$ cat src/rtl/inst_prefetch_if.sv
// Bundles the prefetcher's memory-side and consumer-side signals.
// No logic here; master is the prefetcher, slave is memory + consumer.
// Flow control lives in the prefetcher (credit-gated reads, valid/ready pop).
interface inst_prefetch_if #(
    parameter int AW = 5
);
    logic          imem_en;
    logic [AW-1:0] imem_addr;
    logic [31:0]   imem_rdata;
    logic [31:0]   ir_out;
    logic [AW-1:0] ir_pc;
    logic          ir_valid;
    logic          ir_ready;
    logic          redirect;
    logic [15:0]   redirect_pc;
    logic          halt;
    logic [3:0]    fill_cnt;

    modport master (
        output imem_en, imem_addr, ir_out, ir_pc, ir_valid, fill_cnt,
        input  imem_rdata, ir_ready, redirect, redirect_pc, halt
    );

    modport slave (
        input  imem_en, imem_addr, ir_out, ir_pc, ir_valid, fill_cnt,
        output imem_rdata, ir_ready, redirect, redirect_pc, halt
    );
endinterface

$ cat src/rtl/inst_prefetch.sv
// Instruction prefetcher: streams sequential words from a sync memory into a small FIFO.
// Latency: request issues combinationally, word reaches FIFO head 2 edges after the request is visible.
// Backpressure: ir_ready=0 holds the head; reads are credit-gated so the FIFO can never overflow.
module inst_prefetch #(
    parameter int DEPTH = 4,
    parameter int AW    = 5
) (
    input  logic           clk,
    input  logic           sys_rst,
    inst_prefetch_if.master bus
);
    localparam int         PW        = (DEPTH > 1) ? $clog2(DEPTH) : 1;
    localparam logic [4:0] DEPTH_OCC = 5'(DEPTH);
    localparam logic [3:0] DEPTH_CNT = 4'(DEPTH);

    logic [AW-1:0] fetch_pc;
    logic [AW-1:0] req_pc;
    logic          inflight;
    logic          kill;
    logic [PW-1:0] wr_ptr;
    logic [PW-1:0] rd_ptr;
    logic [3:0]    fill_cnt;
    logic [31:0]   word_mem [DEPTH];
    logic [AW-1:0] pc_mem   [DEPTH];

    logic          issue;
    logic          push;
    logic          pop;
    logic          ir_valid;
    logic [4:0]    occupancy;
    logic          unused_redirect_hi;

    // A slot is committed as soon as its read is issued, so the inflight read counts
    // against capacity; a same-edge pop is deliberately not credited.
    assign occupancy = {1'b0, fill_cnt} + {4'b0, inflight};
    assign issue     = sys_rst & ~bus.halt & ~bus.redirect & (occupancy < DEPTH_OCC);

    // Data returning on a redirect edge belongs to the old stream and is dropped.
    assign push      = inflight & ~kill & ~bus.redirect;
    assign ir_valid  = (fill_cnt != 4'd0);
    assign pop       = ir_valid & bus.ir_ready & ~bus.redirect;

    assign bus.imem_en   = issue;
    assign bus.imem_addr = fetch_pc;
    assign bus.ir_valid  = ir_valid;
    assign bus.fill_cnt  = fill_cnt;
    assign bus.ir_out    = ir_valid ? word_mem[rd_ptr] : 32'd0;
    assign bus.ir_pc     = ir_valid ? pc_mem[rd_ptr]   : '0;

    // Only the low AW bits of the jump target address the memory.
    assign unused_redirect_hi = ^bus.redirect_pc[15:AW];

    // Fetch pointer and read tracking: one outstanding read, tagged with its address.
    always_ff @(posedge clk or negedge sys_rst) begin
        if (!sys_rst) begin
            fetch_pc <= '0;
            req_pc   <= '0;
            inflight <= 1'b0;
            kill     <= 1'b0;
        end else begin
            inflight <= issue;
            // Issue is blocked on a redirect edge, so kill only guards the edge that follows.
            kill     <= bus.redirect;
            if (issue) begin
                req_pc <= fetch_pc;
            end
            if (bus.redirect) begin
                fetch_pc <= bus.redirect_pc[AW-1:0];
            end else if (issue) begin
                fetch_pc <= fetch_pc + AW'(1);
            end
        end
    end

    // FIFO pointers and occupancy; redirect empties it and overrides any pop.
    always_ff @(posedge clk or negedge sys_rst) begin
        if (!sys_rst) begin
            wr_ptr   <= '0;
            rd_ptr   <= '0;
            fill_cnt <= 4'd0;
        end else if (bus.redirect) begin
            wr_ptr   <= '0;
            rd_ptr   <= '0;
            fill_cnt <= 4'd0;
        end else begin
            if (push) begin
                wr_ptr <= wr_ptr + PW'(1);
            end
            if (pop) begin
                rd_ptr <= rd_ptr + PW'(1);
            end
            fill_cnt <= fill_cnt + {3'b0, push} - {3'b0, pop};
        end
    end

    // FIFO storage of {word, pc}; contents are only observed through a valid head.
    always_ff @(posedge clk) begin
        if (push) begin
            word_mem[wr_ptr] <= bus.imem_rdata;
            pc_mem[wr_ptr]   <= req_pc;
        end
    end

    // Credit gating must make a push into a full FIFO unreachable.
    assert property (@(posedge clk) disable iff (!sys_rst) !(push && fill_cnt == DEPTH_CNT))
        else $error("push into full prefetch FIFO");

endmodule

$ cat src/flat_wrapper.sv
// flat-port wrapper written by rule: the top's interface ports become plain ports
module inst_prefetch_flat 
#(
    parameter int DEPTH = 4,
    parameter int AW    = 5
)
  (clk, sys_rst, bus_imem_en, bus_imem_addr, bus_ir_out, bus_ir_pc, bus_ir_valid, bus_fill_cnt, bus_imem_rdata, bus_ir_ready, bus_redirect, bus_redirect_pc, bus_halt);
  inst_prefetch_if #(.AW(AW)) bus_i ();
  input  logic clk;
  input  logic sys_rst;
  output wire logic [$bits(bus_i.imem_en)-1:0] bus_imem_en;
  output wire logic [$bits(bus_i.imem_addr)-1:0] bus_imem_addr;
  output wire logic [$bits(bus_i.ir_out)-1:0] bus_ir_out;
  output wire logic [$bits(bus_i.ir_pc)-1:0] bus_ir_pc;
  output wire logic [$bits(bus_i.ir_valid)-1:0] bus_ir_valid;
  output wire logic [$bits(bus_i.fill_cnt)-1:0] bus_fill_cnt;
  input wire logic [$bits(bus_i.imem_rdata)-1:0] bus_imem_rdata;
  input wire logic [$bits(bus_i.ir_ready)-1:0] bus_ir_ready;
  input wire logic [$bits(bus_i.redirect)-1:0] bus_redirect;
  input wire logic [$bits(bus_i.redirect_pc)-1:0] bus_redirect_pc;
  input wire logic [$bits(bus_i.halt)-1:0] bus_halt;
  assign bus_imem_en = bus_i.imem_en;
  assign bus_imem_addr = bus_i.imem_addr;
  assign bus_ir_out = bus_i.ir_out;
  assign bus_ir_pc = bus_i.ir_pc;
  assign bus_ir_valid = bus_i.ir_valid;
  assign bus_fill_cnt = bus_i.fill_cnt;
  assign bus_i.imem_rdata = bus_imem_rdata;
  assign bus_i.ir_ready = bus_ir_ready;
  assign bus_i.redirect = bus_redirect;
  assign bus_i.redirect_pc = bus_redirect_pc;
  assign bus_i.halt = bus_halt;
  inst_prefetch #(.DEPTH(DEPTH), .AW(AW)) u_core (.clk(clk), .sys_rst(sys_rst), .bus(bus_i));
endmodule
$ cat config.mk
export PLATFORM = sky130hd
export DESIGN_NAME = inst_prefetch_flat
export DESIGN_NICKNAME = d
export VERILOG_FILES = /design/src/rtl/inst_prefetch_if.sv /design/src/rtl/inst_prefetch.sv /design/src/flat_wrapper.sv
export SDC_FILE = /design/constraint.sdc
export NUM_CORES = 1
export LEC_CHECK = 0
export BUFFER_PORTS_ARGS = -buffer_cell sky130_fd_sc_hd__buf_2
export CORE_UTILIZATION = 35
export DETAILED_ROUTE_END_ITERATION = 12
export GPL_TIMING_DRIVEN = 1
export PLACE_DENSITY_LB_ADDON = 0.05
export SYNTH_ARGS = -nofsm -noshare
export SYNTH_HDL_FRONTEND = slang
export SYNTH_SLANG_ARGS = --single-unit
$ cat constraint.sdc
create_clock -name clk -period 2.7 [get_ports clk]
set_clock_uncertainty 0.15 [all_clocks]
set_input_delay 0.54 -clock clk [delete_from_list [all_inputs] [get_ports clk]]
set_output_delay 0.54 -clock clk [all_outputs]
set_load 0.01 [all_outputs]
==> results by stage, run 1 <==
Global routing:
- In the global route stage, overall resource usage came out at 14.1%.
- The pin count of the biggest net entering global routing is 40.
- The initial antenna violation count was 0.
- The first global-routing pass estimated 20.1 mm of wire.
- After global routing the overflow that remains totals 0.
- The via count of the first global-routing pass came to 3572.

Routing:
- The DRC marker count from the first detailed-route iteration is ~140.
- The detailed-route vias per instance is 4.82.
- In this run the remaining antenna-violating nets after routing total 0.
- The detailed-route DRC error count is 0.
- The iteration count of the initial detailed-routing pass is 4.
- Detailed routing inserted a total of 3387 vias.
- The detailed-route wire length per cell is 18.6 um.
- The final layout contains routed wiring with a total length of 13.1 mm.

Min path:
- The startpoint of the worst hold path is bus_imem_rdata[23].
- The path category of the worst min-delay check is primary input to register.

Logic synthesis:
- For this run, asynchronously set or reset flops after synthesis account for between 10% and 20%.
- Summing the sequential cell areas from Yosys gives 73.5% of the chip area.
- The area share of the largest cell type after synthesis is roughly 66%.
- The net count after synthesis is about 400.
- Synthesis produced a netlist whose cell count is 341.
- In the post-synthesis netlist, the biggest area contributors are edfxtp_1 66%, mux4_2 12%, dfrtp_1 7.4%.
- For this run, the number of Yosys warnings is 0.
- The most frequently used cell type in the post-synthesis netlist is edfxtp_1.
- After synthesis the netlist holds a flip-flop and latch count of about 170.
- In the synthesized netlist, the cells that appear most often are 148 x edfxtp_1, 41 x and2_1, 37 x mux4_2, 20 x dfrtp_1.
- The netlist area before placement is 0.00673 mm2.
- Summed over all instances, the cell type with the most area after synthesis is edfxtp_1.
- The synthesized design contains 148 enable-type register cells.
- The average instance in the mapped netlist occupies 19.7 um2.
- The dominant register cell in the synthesized netlist is edfxtp_1.
- Yosys mapped the design onto 35 distinct sky130hd cell types.

Clock network:
- The longest clock path from root to sink contains 2 buffers.
- The total number of H-tree levels is 4.
- The clock buffer count from CTS is 17.
- The clock slew at the register clock pins of the worst setup and hold paths is 0.07 ns.
- The tree is rooted in a clkbuf_16.
- The CTS tree is done.
- The later pin in the worst-skew pair is clocked with a latency of 0.42 ns.
- The clock drives 168 sinks.

Critical path:
- The endpoint arrival time on the critical path is 1.98 ns.
- Of all nets on the critical path, the largest fanout is 39.
- The critical path capture point type is an output pin.
- The critical path starts at u_core.bus.fill_cnt[2].
- The critical path is of the register to output pin type.
- STA classifies the critical path startpoint as a register.
- The startpoint identified for the worst register-to-register timing path is u_core.bus.fill_cnt[2].
- At the worst endpoint, the required time is about 2 ns.
- The critical path's slowest cell is dfrtp_2.
- In this design, the stage delay of the slowest critical-path cell is approximately 0.44 ns.
- The kind of cell adding the most delay to the critical path is simple AND/OR/NAND/NOR gates.
- The total buffers and inverters traversed by the critical path is 3.
- Traced cell by cell, the critical path runs through inv_2 -> ha_1 -> or3b_4 -> buf_12 -> and2_1 -> buf_2.

Floorplan:
- The number of top-level pins is 101.
- The die area is 0.0198 mm2.
- The chip height is 141 um.
- The initial standard-cell utilization of the core is roughly 36%.
- The floorplan has 50 rows.
- The core region is 0.0188 mm2.
- The die is 141 um wide.

Placed design:
- The routability-driven placement congestion ratio is 0.757.
- The count of buffers added on input and output ports is 89.
- The half-perimeter wire length of the detailed placement result is 7.93 mm.

STA:
- Setup violations remaining at the end of the flow were counted as 0.
- The worst path needs 2.67 ns of the cycle, external delays included.
- For the pin with the worst max-slew slack, the measured transition is 0.463 ns.
- Based on the critical path, the design can be clocked at up to 375 MHz.
- After routing, the total negative slack on setup checks comes to 0 ns.
- The count of final hold-check violations is 0.
- After layout, the worst path uses 98.9% of the clock period.
- The count of final max-slew check failures is 0.
- The relative slew slack is between 60% and 70%.
- Setup repair after global routing could not meet its margin everywhere.

Finish:
- The repair_antennas step left the layout with diodes totalling 0.
- The share of the core filled with cells in the final layout is 44.1%.
- The count of nets after finishing is roughly 520.
- Compared with the post-synthesis result, the final layout area differs by 22.8%.
- The post-route netlist has 43.1% of its cells at a drive strength greater than 1.

Pwr:
- The leakage power figure is 3.00 nW.
- The overall power of the completed layout is 7.47 mW.
- The areal power density over the cells is 903 mW/mm2.
- The highest ir drop seen on vdd is 0.447 mV.

Job:
- The tool flagged a number of max-cap violations equal to 0.

Outcome:
- The run finished with clean final reports.
## registers in the layout, indices dropped and copies added, names as in the netlist
register              count
u_core.wr_ptr             2
u_core.bus.fill_cnt       4
u_core.word_mem         128
u_core.kill               1
u_core.bus.imem_addr      5
u_core.req_pc             5
u_core.rd_ptr             2
u_core.inflight           1
u_core.pc_mem            20
## worst reg2reg max path, delay by kind of cell (launching register included)
family | cells | cell delay (ns)
fa+ha+maj | 4 | 0.99
simple gates | 4 | 0.61
flops | 1 | 0.44
xor+xnor | 1 | 0.18
buf+inv | 2 | 0.13
## power by group
part | internal (mW) | switching, mW | total, mW
clock network | 1.23 | 1.10 | 2.33
logic | 1.08 | 0.970 | 2.05
registers | 2.97 | 0.122 | 3.09
total | 5.28 | 2.19 | 7.47
## metal layers
layer | GRT usage [%] | wire, um | share of wire, % | vias to the layer above
li1 | - | - | - | 1561
met1 | 18.6 | 6120 | 47 | 1729
met2 | 22.9 | 6300 | 48 | 84
met3 | 3.57 | 485 | 3.7 | 13
met4 | 4.81 | 151 | 1.2 | 0
met5 | 0 | 0 | 0 | -
## per-stage QoR
step / cell area (um2) / hold WS, ns / worst slack (ns) / instances
2_1_floorplan: 6740 / 0.0944 / 0.0418 / 341
3_3_place_gp: 7600 / 0.357 / 0.120 / 668
3_5_place_dp: 7600 / 0.364 / 0.130 / 668
4_1_cts: 8230 / 0.160 / 0.000116 / 702
5_1_grt: 8270 / 0.163 / -0.0575 / 703
6_report: 8270 / 0.184 / 0.0301 / 703
## timing repair
action	CTS	global route
setup buffers	1	1
cloned	0	0
hold buffers	1	0
resized for setup	9	6
endpoints found under the hold margin	20	0
pin swaps	1	2
endpoints found under the setup margin	38	39
## placed cells by master (no fill, tap or decap), types with 2 or more instances in the layout
| cell | n |
|---|---|
| xor2_1 | 2 |
| nand2_1 | 2 |
| dfrtp_2 | 3 |
| nand3_1 | 2 |
| or4_1 | 3 |
| inv_8 | 5 |
| and2_2 | 4 |
| a31oi_1 | 3 |
| ha_1 | 12 |
| nor2_1 | 12 |
| mux2_4 | 5 |
| xnor2_1 | 3 |
| o211ai_1 | 2 |
| mux4_2 | 37 |
| buf_2 | 87 |
| buf_12 | 6 |
| clkinv_4 | 3 |
| and2_1 | 32 |
| inv_6 | 5 |
| and2_4 | 5 |
| nor2b_1 | 4 |
| buf_4 | 14 |
| inv_1 | 11 |
| clkbuf_16 | 17 |
| nand4_1 | 2 |
| buf_6 | 2 |
| dfrtp_1 | 16 |
| edfxtp_1 | 148 |
| o31ai_1 | 3 |
## cell families after synthesis
| group | share of synthesized area [%] |
|---|---|
| and+or+nand+nor | 6.34 |
| AOI/OAI and AO/OA | 1.39 |
| DFF | 73.5 |
| muxes | 13.9 |
| xor gates and xnor gates | 0.651 |
| buffers and inverters | 1.77 |
| adders and majority gates | 2.53 |
## final cells by class
type / instances / area [um2]
Tap cell: 234 / 293
Sequential cell: 168 / 4950
Inverter: 12 / 45.0
Multi-Input combinational cell: 147 / 1710
Fill cell: 1674 / 10500
Timing Repair Buffer: 110 / 693
Clock buffer: 17 / 425
Clock inverter: 15 / 150
## final timing paths
check,depth (start not counted),endpoint,slack [ns]
worst max-delay path,6,bus_ir_out[14],0.03
worst min-delay path,1,u_core.word_mem[0][23],0.18
worst max register to register,11,u_core.bus.fill_cnt[2],0.10
worst min register to register,0,u_core.pc_mem[3][3],0.37
max in group asynchronous,3,u_core.rd_ptr[0],1.65
min in group asynchronous,3,u_core.req_pc[1],0.50
No activity file was read; power rests on OpenSTA's default activity.
==> run 2, diff against run 1 <==
--- a/config.mk
+++ b/config.mk
@@ -6,7 +6,7 @@
 export NUM_CORES = 1
 export LEC_CHECK = 0
 export BUFFER_PORTS_ARGS = -buffer_cell sky130_fd_sc_hd__buf_2
-export CORE_UTILIZATION = 35
+export CORE_UTILIZATION = 30
 export DETAILED_ROUTE_END_ITERATION = 12
 export GPL_TIMING_DRIVEN = 1
 export PLACE_DENSITY_LB_ADDON = 0.05
==> results by stage, run 2 (synthesis results as in run 1) <==
Clock network:
- The clock buffer count from CTS is 17 (unchanged).
- The total number of H-tree levels came to 4 (unchanged).
- The clock slew at the register clock pins of the worst setup and hold paths came to 0.07 ns (about the same).
- The clock insertion delay at the later pin of the skew report was 0.42 ns (about the same).
- Clock tree synthesis selected as its root buffer the cell clkbuf_16.
- TritonCTS built the clock tree.
- The clock net sink count was 168 (unchanged).
- The deepest clock path buffer count is 2 (unchanged).

Job:
- The count of max-cap constraint violations is 0 (unchanged).

Placed design:
- The setup slack at placement is 0.0985 ns (-0.0312 ns).
- The standard cell area after detailed placement is 0.00764 mm2 (+0.43%).
- The routability-driven placement congestion ratio is 0.724 (-4.4%).
- The count of buffers inserted at the top-level ports is 89 (unchanged).
- The half-perimeter wire length of the detailed placement result came to 8.26 mm (+4.2%).

Finish:
- The layout overhead on the synthesized area is 31.9%.
- The number of flip-flops in the largest register is 128 (unchanged).
- The number of antenna repair diodes is 0 (unchanged).
- The layout cell share with drive strength beyond 1 is 52.8% (+9.7 points).
- The count of nets after finishing is 540 (+3.4%).
- In the layout the commonest cells are 148 x edfxtp_1, 52 x buf_2, 40 x buf_6, 37 x mux4_2, 37 x and2_4.
- The register name with the most flops is u_core.word_mem.
- The share of the core filled with cells in the final layout is 40.6% (-3.5 points).
- The most frequent standard cell in the layout excluding fill and tap cells is edfxtp_1.
- The area of all placed cells without fillers is 0.00888 mm2 (+7.4%).
- The largest registers in the layout are u_core.word_mem: 128 flops, u_core.pc_mem: 20 flops.

Critical path:
- Traced cell by cell, the critical path runs through inv_1 -> ha_4 -> or3b_4 -> clkbuf_16 -> and2_4 -> buf_6.
- The critical path data required time is 2.01 ns (about the same).
- The critical-path maximum fanout was 5 (-87%).
- The critical path start-end classification is register to output pin.
- STA classifies the critical path endpoint as an output pin.
- The delay of the slowest cell on the worst path is 0.49 ns (+0.05 ns).
- The slowest stage of the critical path belongs to the cell or3b_4.
- The endpoint arrival time on the critical path was 2.00 ns (+0.02 ns).
- The nature of the critical path startpoint is a register.

Routing:
- The iteration count of the initial detailed-routing pass is 4 (unchanged).
- The total via count after detailed routing was 3515 (+3.8%).
- The detailed-route vias per instance was 4.58 (-4.9%).
- The detailed-route DRC error count was 0 (unchanged).
- The antenna violation net count after detailed routing was 0 (unchanged).
- The final wirelength is 15.3 mm (+17%).
- The detailed-route wire length per cell was 20.0 um (+7.6%).
- The DRC marker count from the first detailed-route iteration is 133 (-4.3%).

Global routing:
- The met2 global-route usage is 21.9% (-0.97 points).
- The global-route usage over all layers is 13.3% (-0.82 points).
- The pin count of the biggest net entering global routing was 35 (-13%).
- The total overflow reported by the global router is 0 (unchanged).
- The most used routing layer in global routing is met2.
- The global-route met1 utilization is 17.1% (-1.5 points).
- The initial antenna violation count is 0 (unchanged).
- The via count of the first global-routing pass is 3607 (+0.98%).
- The met3 track utilization from global routing is 3.65% (+0.086 points).
- The first-pass GRT wire length came to 21.3 mm (+5.8%).

Pwr:
- The proportion of power drawn by flip-flops and latches is 35.3% (-6.1 points).
- The fraction of power spent switching nets is 28.6% (-0.73 points).
- The total net switching power is 2.50 mW (+14%).
- The overall power of the completed layout was 8.74 mW (+17%).
- The share of power burned in combinational logic is 39.8% (+12 points).
- The leakage power figure is 3.22 nW (+7.5%).
- The highest ir drop seen on vdd was 0.433 mV (-3.1%).
- The areal power density over the cells is 985 mW/mm2 (+9.0%).
- The portion of total power attributed to the clock network was 25.0% (-6.2 points).
- The internal power consumption came to 6.24 mW (+18%).

STA:
- The setup violation total in the final timing report was 0 (unchanged).
- The final sum of negative setup slack came to 0 ns (unchanged).
- The relative slew slack was 70.2% (+1.7 points).
- The count of final hold-check violations is 0 (unchanged).
- The smallest setup slack after layout is 0.0106 ns (-0.0195 ns).
- The final period demand of the worst path was 2.69 ns (+0.0195 ns).
- Setup repair after global routing could not meet its margin everywhere.
- The count of final max-slew check failures is 0 (unchanged).
- The fmax came to 372 MHz (-0.73%).
- The slew at the pin closest to its max-slew limit is 0.438 ns (-0.0256 ns).
- The final clock period utilization by the worst path is 99.6% (+0.72 points).

Outcome:
- The run finished with clean final reports.

Floorplan:
- The number of placement rows is 54 (+8.0%).
- The x dimension of the die is 152 um (+7.9%).
- The initial standard-cell utilization of the core is 30.7% (-5.1 points).
- The total core area came to 0.0219 mm2 (+17%).
- The chip height is 152 um (+7.9%).
- The number of top-level pins was 101 (unchanged).
- The die area is 0.0230 mm2 (+16%).

Min path:
- The path category of the worst min-delay check is primary input to register.
-- run 2: changes by cell type in the layout (fill, tap and decap cells not counted), sizes merged --
cell      change
inv           -7
clkbuf        +4
buf          +13
clkinvlp      +2
or3b          +1
clkinv        +5
-- run 2: area by class of cell --
| cell class | instances | area (um2) |
|---|---|---|
| Tap cell | 280 | 350 |
| Clock inverter | 15 | 104 |
| Inverter | 12 | 45.0 |
| Clock buffer | 17 | 425 |
| Fill cell | 2022 | 13000 |
| Sequential cell | 168 | 4950 |
| Multi-Input combinational cell | 148 | 1820 |
| Timing Repair Buffer | 127 | 1190 |
-- run 2: layer usage --
metal / routed length, um / share of wire (%)
met1: 7040 / 46
met2: 7670 / 50
met3: 500 / 3.3
met4: 133 / 0.87
met5: 0 / 0
-- run 2: metrics by stage --
step	hold WS [ns]	instances
2_1_floorplan	0.0944	341
3_3_place_gp	0.355	714
3_5_place_dp	0.367	714
4_1_cts	0.164	760
5_1_grt	0.166	767
6_report	0.186	767
-- run 2: repair_timing --
action                                  4_1_cts  5_1_grt
endpoints found under the setup margin       37       41
hold buffers                                  1        0
cloned                                        4        6
buffers inserted                              9        1
resized for setup                            13       84
pin swaps                                     0        3
hold endpoints to repair                     20        0
-- run 2: final timing paths --
| path | start | to | slack (ns) | depth (start not counted) |
|---|---|---|---|---|
| worst max-delay path | u_core.bus.fill_cnt[3] | bus_ir_out[24] | 0.01 | 6 |
| worst min-delay path | bus_imem_rdata[29] | u_core.word_mem[1][29] | 0.19 | 1 |
| worst max register to register | u_core.bus.fill_cnt[3] | u_core.bus.fill_cnt[1] | 0.10 | 10 |
| worst min register to register | u_core.req_pc[4] | u_core.pc_mem[1][4] | 0.37 | 0 |
| max in group asynchronous | sys_rst | u_core.bus.fill_cnt[1] | 1.66 | 3 |
| min in group asynchronous | sys_rst | u_core.bus.imem_addr[3] | 0.50 | 3 |
-- run 2: power by group through the flow --
stage	logic (mW)	clock network, mW	registers, mW
floorplan	1.27	0	3.10
global placement	1.96	0	3.16
detailed placement	1.97	0	3.17
CTS	2.53	2.27	3.08
global route	3.73	2.36	3.10
finish	3.47	2.18	3.08
-- run 2: critical path, delay by kind of cell, from the launching register on --
family,cells,cell delay [ns]
and+or+nand+nor,2,0.63
DFF,1,0.37
adders and majority gates,1,0.15
buffers and inverters,3,0.43
==> run 3, diff against run 2 <==
--- a/config.mk
+++ b/config.mk
@@ -9,7 +9,7 @@
 export CORE_UTILIZATION = 30
 export DETAILED_ROUTE_END_ITERATION = 12
 export GPL_TIMING_DRIVEN = 1
-export PLACE_DENSITY_LB_ADDON = 0.05
+export PLACE_DENSITY = 0.56
 export SYNTH_ARGS = -nofsm -noshare
 export SYNTH_HDL_FRONTEND = slang
 export SYNTH_SLANG_ARGS = --single-unit
==> constraint.sdc (replaced) <==
create_clock -name clk -period 2.7 [get_ports clk]
set_clock_uncertainty 0.15 [all_clocks]
set_input_delay 0.27 -clock clk [delete_from_list [all_inputs] [get_ports clk]]
set_output_delay 0.27 -clock clk [all_outputs]
set_load 0.01 [all_outputs]
==> results by stage, run 3 (synthesis results as in run 1) <==
Placed design:
- The count of buffers inserted at the top-level ports was 89 (unchanged).
- The routability-driven placement congestion ratio is 0.796 (+9.9%).
- The half-perimeter wire length of the detailed placement result came to 7.62 mm (-7.7%).
- The setup slack at placement came to 0.0972 ns (-0.00124 ns).

Clock network:
- The clock buffer count from CTS came to 17 (unchanged).
- The deepest clock path buffer count is 2 (unchanged).
- The root buffer cell is clkbuf_16.
- The clock net sink count is 168 (unchanged).
- The post-CTS setup buffer count is 0 (-9).
- TritonCTS built the clock tree.
- The clock insertion delay at the later pin of the skew report is 0.42 ns (about the same).
- The clock slew at the register clock pins of the worst setup and hold paths is 0.07 ns (about the same).
- The total number of H-tree levels is 4 (unchanged).

STA:
- The setup violation total in the final timing report is 0 (unchanged).
- Setup repair after global routing left no endpoint under its margin.
- The count of final hold-check violations came to 0 (unchanged).
- The relative slew slack was 66.0% (-4.2 points).
- The smallest setup slack after layout is 0.134 ns (+0.123 ns).
- The fmax was 390 MHz (+4.8%).
- The slew at the pin closest to its max-slew limit is 0.510 ns (+0.0723 ns).
- The count of final max-slew check failures is 0 (unchanged).
- The final period demand of the worst path is 2.57 ns (-0.123 ns).
- The final clock period utilization by the worst path is 95.0% (-4.6 points).
- The final sum of negative setup slack is 0 ns (unchanged).

Finish:
- Counting flops per register, the top entry is u_core.word_mem.
- The layout cell share with drive strength beyond 1 is 37.6% (-15 points).
- The layout overhead on the synthesized area is 27.5%.
- The number of flip-flops in the largest register is 128 (unchanged).
- In the layout the commonest cells are 148 x edfxtp_1, 89 x buf_2, 39 x dlygate4sd3_1, 37 x mux4_2, 37 x and2_1.
- The filler cell count in the final layout is 2044 (+1.1%).
- The library cell used most frequently in the layout, excluding fill and tap cells, is edfxtp_1.
- The register cell area after layout is 0.00495 mm2 (about the same).
- The area of the multi-input gates is 0.00168 mm2 (-7.5%).
- The count of nets after finishing is 550 (+1.9%).
- The number of antenna repair diodes came to 0 (unchanged).
- The largest registers in the layout are u_core.word_mem: 128 flops, u_core.pc_mem: 20 flops.

Floorplan:
- The number of top-level pins is 101 (unchanged).
- The initial standard-cell utilization of the core is 30.7% (unchanged).
- The number of placement rows is 54 (unchanged).
- The chip height came to 152 um (unchanged).
- The x dimension of the die is 152 um (unchanged).
- The die area is 0.0230 mm2 (unchanged).
- The total core area is 0.0219 mm2 (unchanged).

Min path:
- The path with the worst hold slack has its endpoint at u_core.rd_ptr[0].
- The worst hold path belongs to the class primary input to register.
- The number of cells traversed by the worst hold path is 4 (+3).
- The startpoint of the worst hold path is bus_ir_ready.

Routing:
- The detailed-route DRC error count is 0 (unchanged).
- The iteration count of the initial detailed-routing pass is 4 (unchanged).
- The total via count after detailed routing is 3545 (+0.85%).
- The final wirelength is 12.7 mm (-17%).
- The detailed-route wire length per cell came to 16.3 um (-18%).
- The DRC marker count from the first detailed-route iteration is 167 (+26%).
- The antenna violation net count after detailed routing was 0 (unchanged).
- The detailed-route vias per instance is 4.56 (-0.44%).

Global routing:
- The global-route usage over all layers is 11.8% (-1.5 points).
- The total overflow reported by the global router was 0 (unchanged).
- The via count of the first global-routing pass is 3678 (+2.0%).
- The pin count of the biggest net entering global routing is 40 (+14%).
- The first-pass GRT wire length is 19.7 mm (-7.4%).
- The initial antenna violation count is 0 (unchanged).

Critical path:
- The endpoint arrival time on the critical path is 2.77 ns (+0.77 ns).
- The setup slack of the worst register-to-register path was 0.13 ns (+0.03 ns).
- In this run the critical register-to-register path is captured at u_core.bus.fill_cnt[1].
- The critical path data required time was 2.90 ns (+0.89 ns).
- The depth of the worst register-to-register path is 10 (unchanged).
- STA classifies the critical path endpoint as a register.
- The nature of the critical path startpoint is a register.
- The origin of the critical flop-to-flop path is u_core.bus.fill_cnt[2].
- The critical-path maximum fanout came to 5 (unchanged).
- The worst setup path is of the register to register kind.

Job:
- The count of max-cap constraint violations is 0 (unchanged).

Pwr:
- The highest ir drop seen on vdd is 0.456 mV (+5.1%).
- The leakage power figure is 3.09 nW (-4.1%).
- The areal power density over the cells is 858 mW/mm2 (-13%).

Outcome:
- The flow ran to the end, and the final reports show no timing, DRC or antenna violations.
==> run 3: stage by stage <==
stage	power, mW	utilization (%)	cell area, um2	instances	hold slack [ns]
final	7.36	39.2	8580	777	0.0795
after global routing	7.74	39.2	8580	777	0.0924
after CTS	7.49	39.2	8580	777	0.0521
after detailed placement	5.06	34.7	7600	706	0.126
after global placement	5.03	34.7	7600	706	0.122
after floorplan	4.37	-	6740	341	-0.176
==> run 3: final cells by class <==
class	count	area share (%)
sequential	168	57.7
multi-input combinational	147	19.6
timing repair buffer	138	11.3
clock buffer	17	4.96
tap	280	4.08
clock inverter	15	1.85
inverter	12	0.525
==> run 3: critical path, stage by stage, from the launching register on <==
cell and delay, ns:
dfrtp_2 0.44, inv_2 0.08, ha_1 0.13, or3b_4 0.37
nand2_1 0.10, nor2_1 0.05, ha_1 0.28, inv_1 0.04
ha_1 0.22, fa_2 0.52, nor2b_1 0.12
==> run 3: report_power, final <==
group	leakage, nW	internal [mW]	switching, mW
clock	0.284	1.31	1.06
sequential	1.58	2.97	0.127
combinational	1.23	0.974	0.916
==> run 3: what timing repair did <==
item                       4_1_cts  5_1_grt
resized for setup                0        2
setup endpoints to repair        0        2
hold buffers                    39        0
hold endpoints to repair       154        0
==> run 3: worst max-delay path by stage <==
stage | startpoint | endpoint | slack (ns)
after floorplan | u_core.bus.fill_cnt[2] | u_core.bus.fill_cnt[2] | 0.04
after global placement | u_core.bus.fill_cnt[2] | u_core.bus.fill_cnt[2] | 0.14
after detailed placement | u_core.bus.fill_cnt[2] | u_core.bus.fill_cnt[2] | 0.1
after CTS | u_core.bus.fill_cnt[1] | bus_imem_en | 0.05
after global routing | u_core.bus.fill_cnt[2] | u_core.bus.fill_cnt[3] | 0.05
final | u_core.bus.fill_cnt[2] | u_core.bus.fill_cnt[1] | 0.13
==> run 3: routing by layer <==
layer | track usage (%) | wire, um | vias to the layer above
li1 | - | - | 1626
met1 | 13.9 | 5580 | 1830
met2 | 20.5 | 6410 | 74
met3 | 2.96 | 510 | 15
met4 | 4.90 | 176 | 0
met5 | 0 | 0 | -
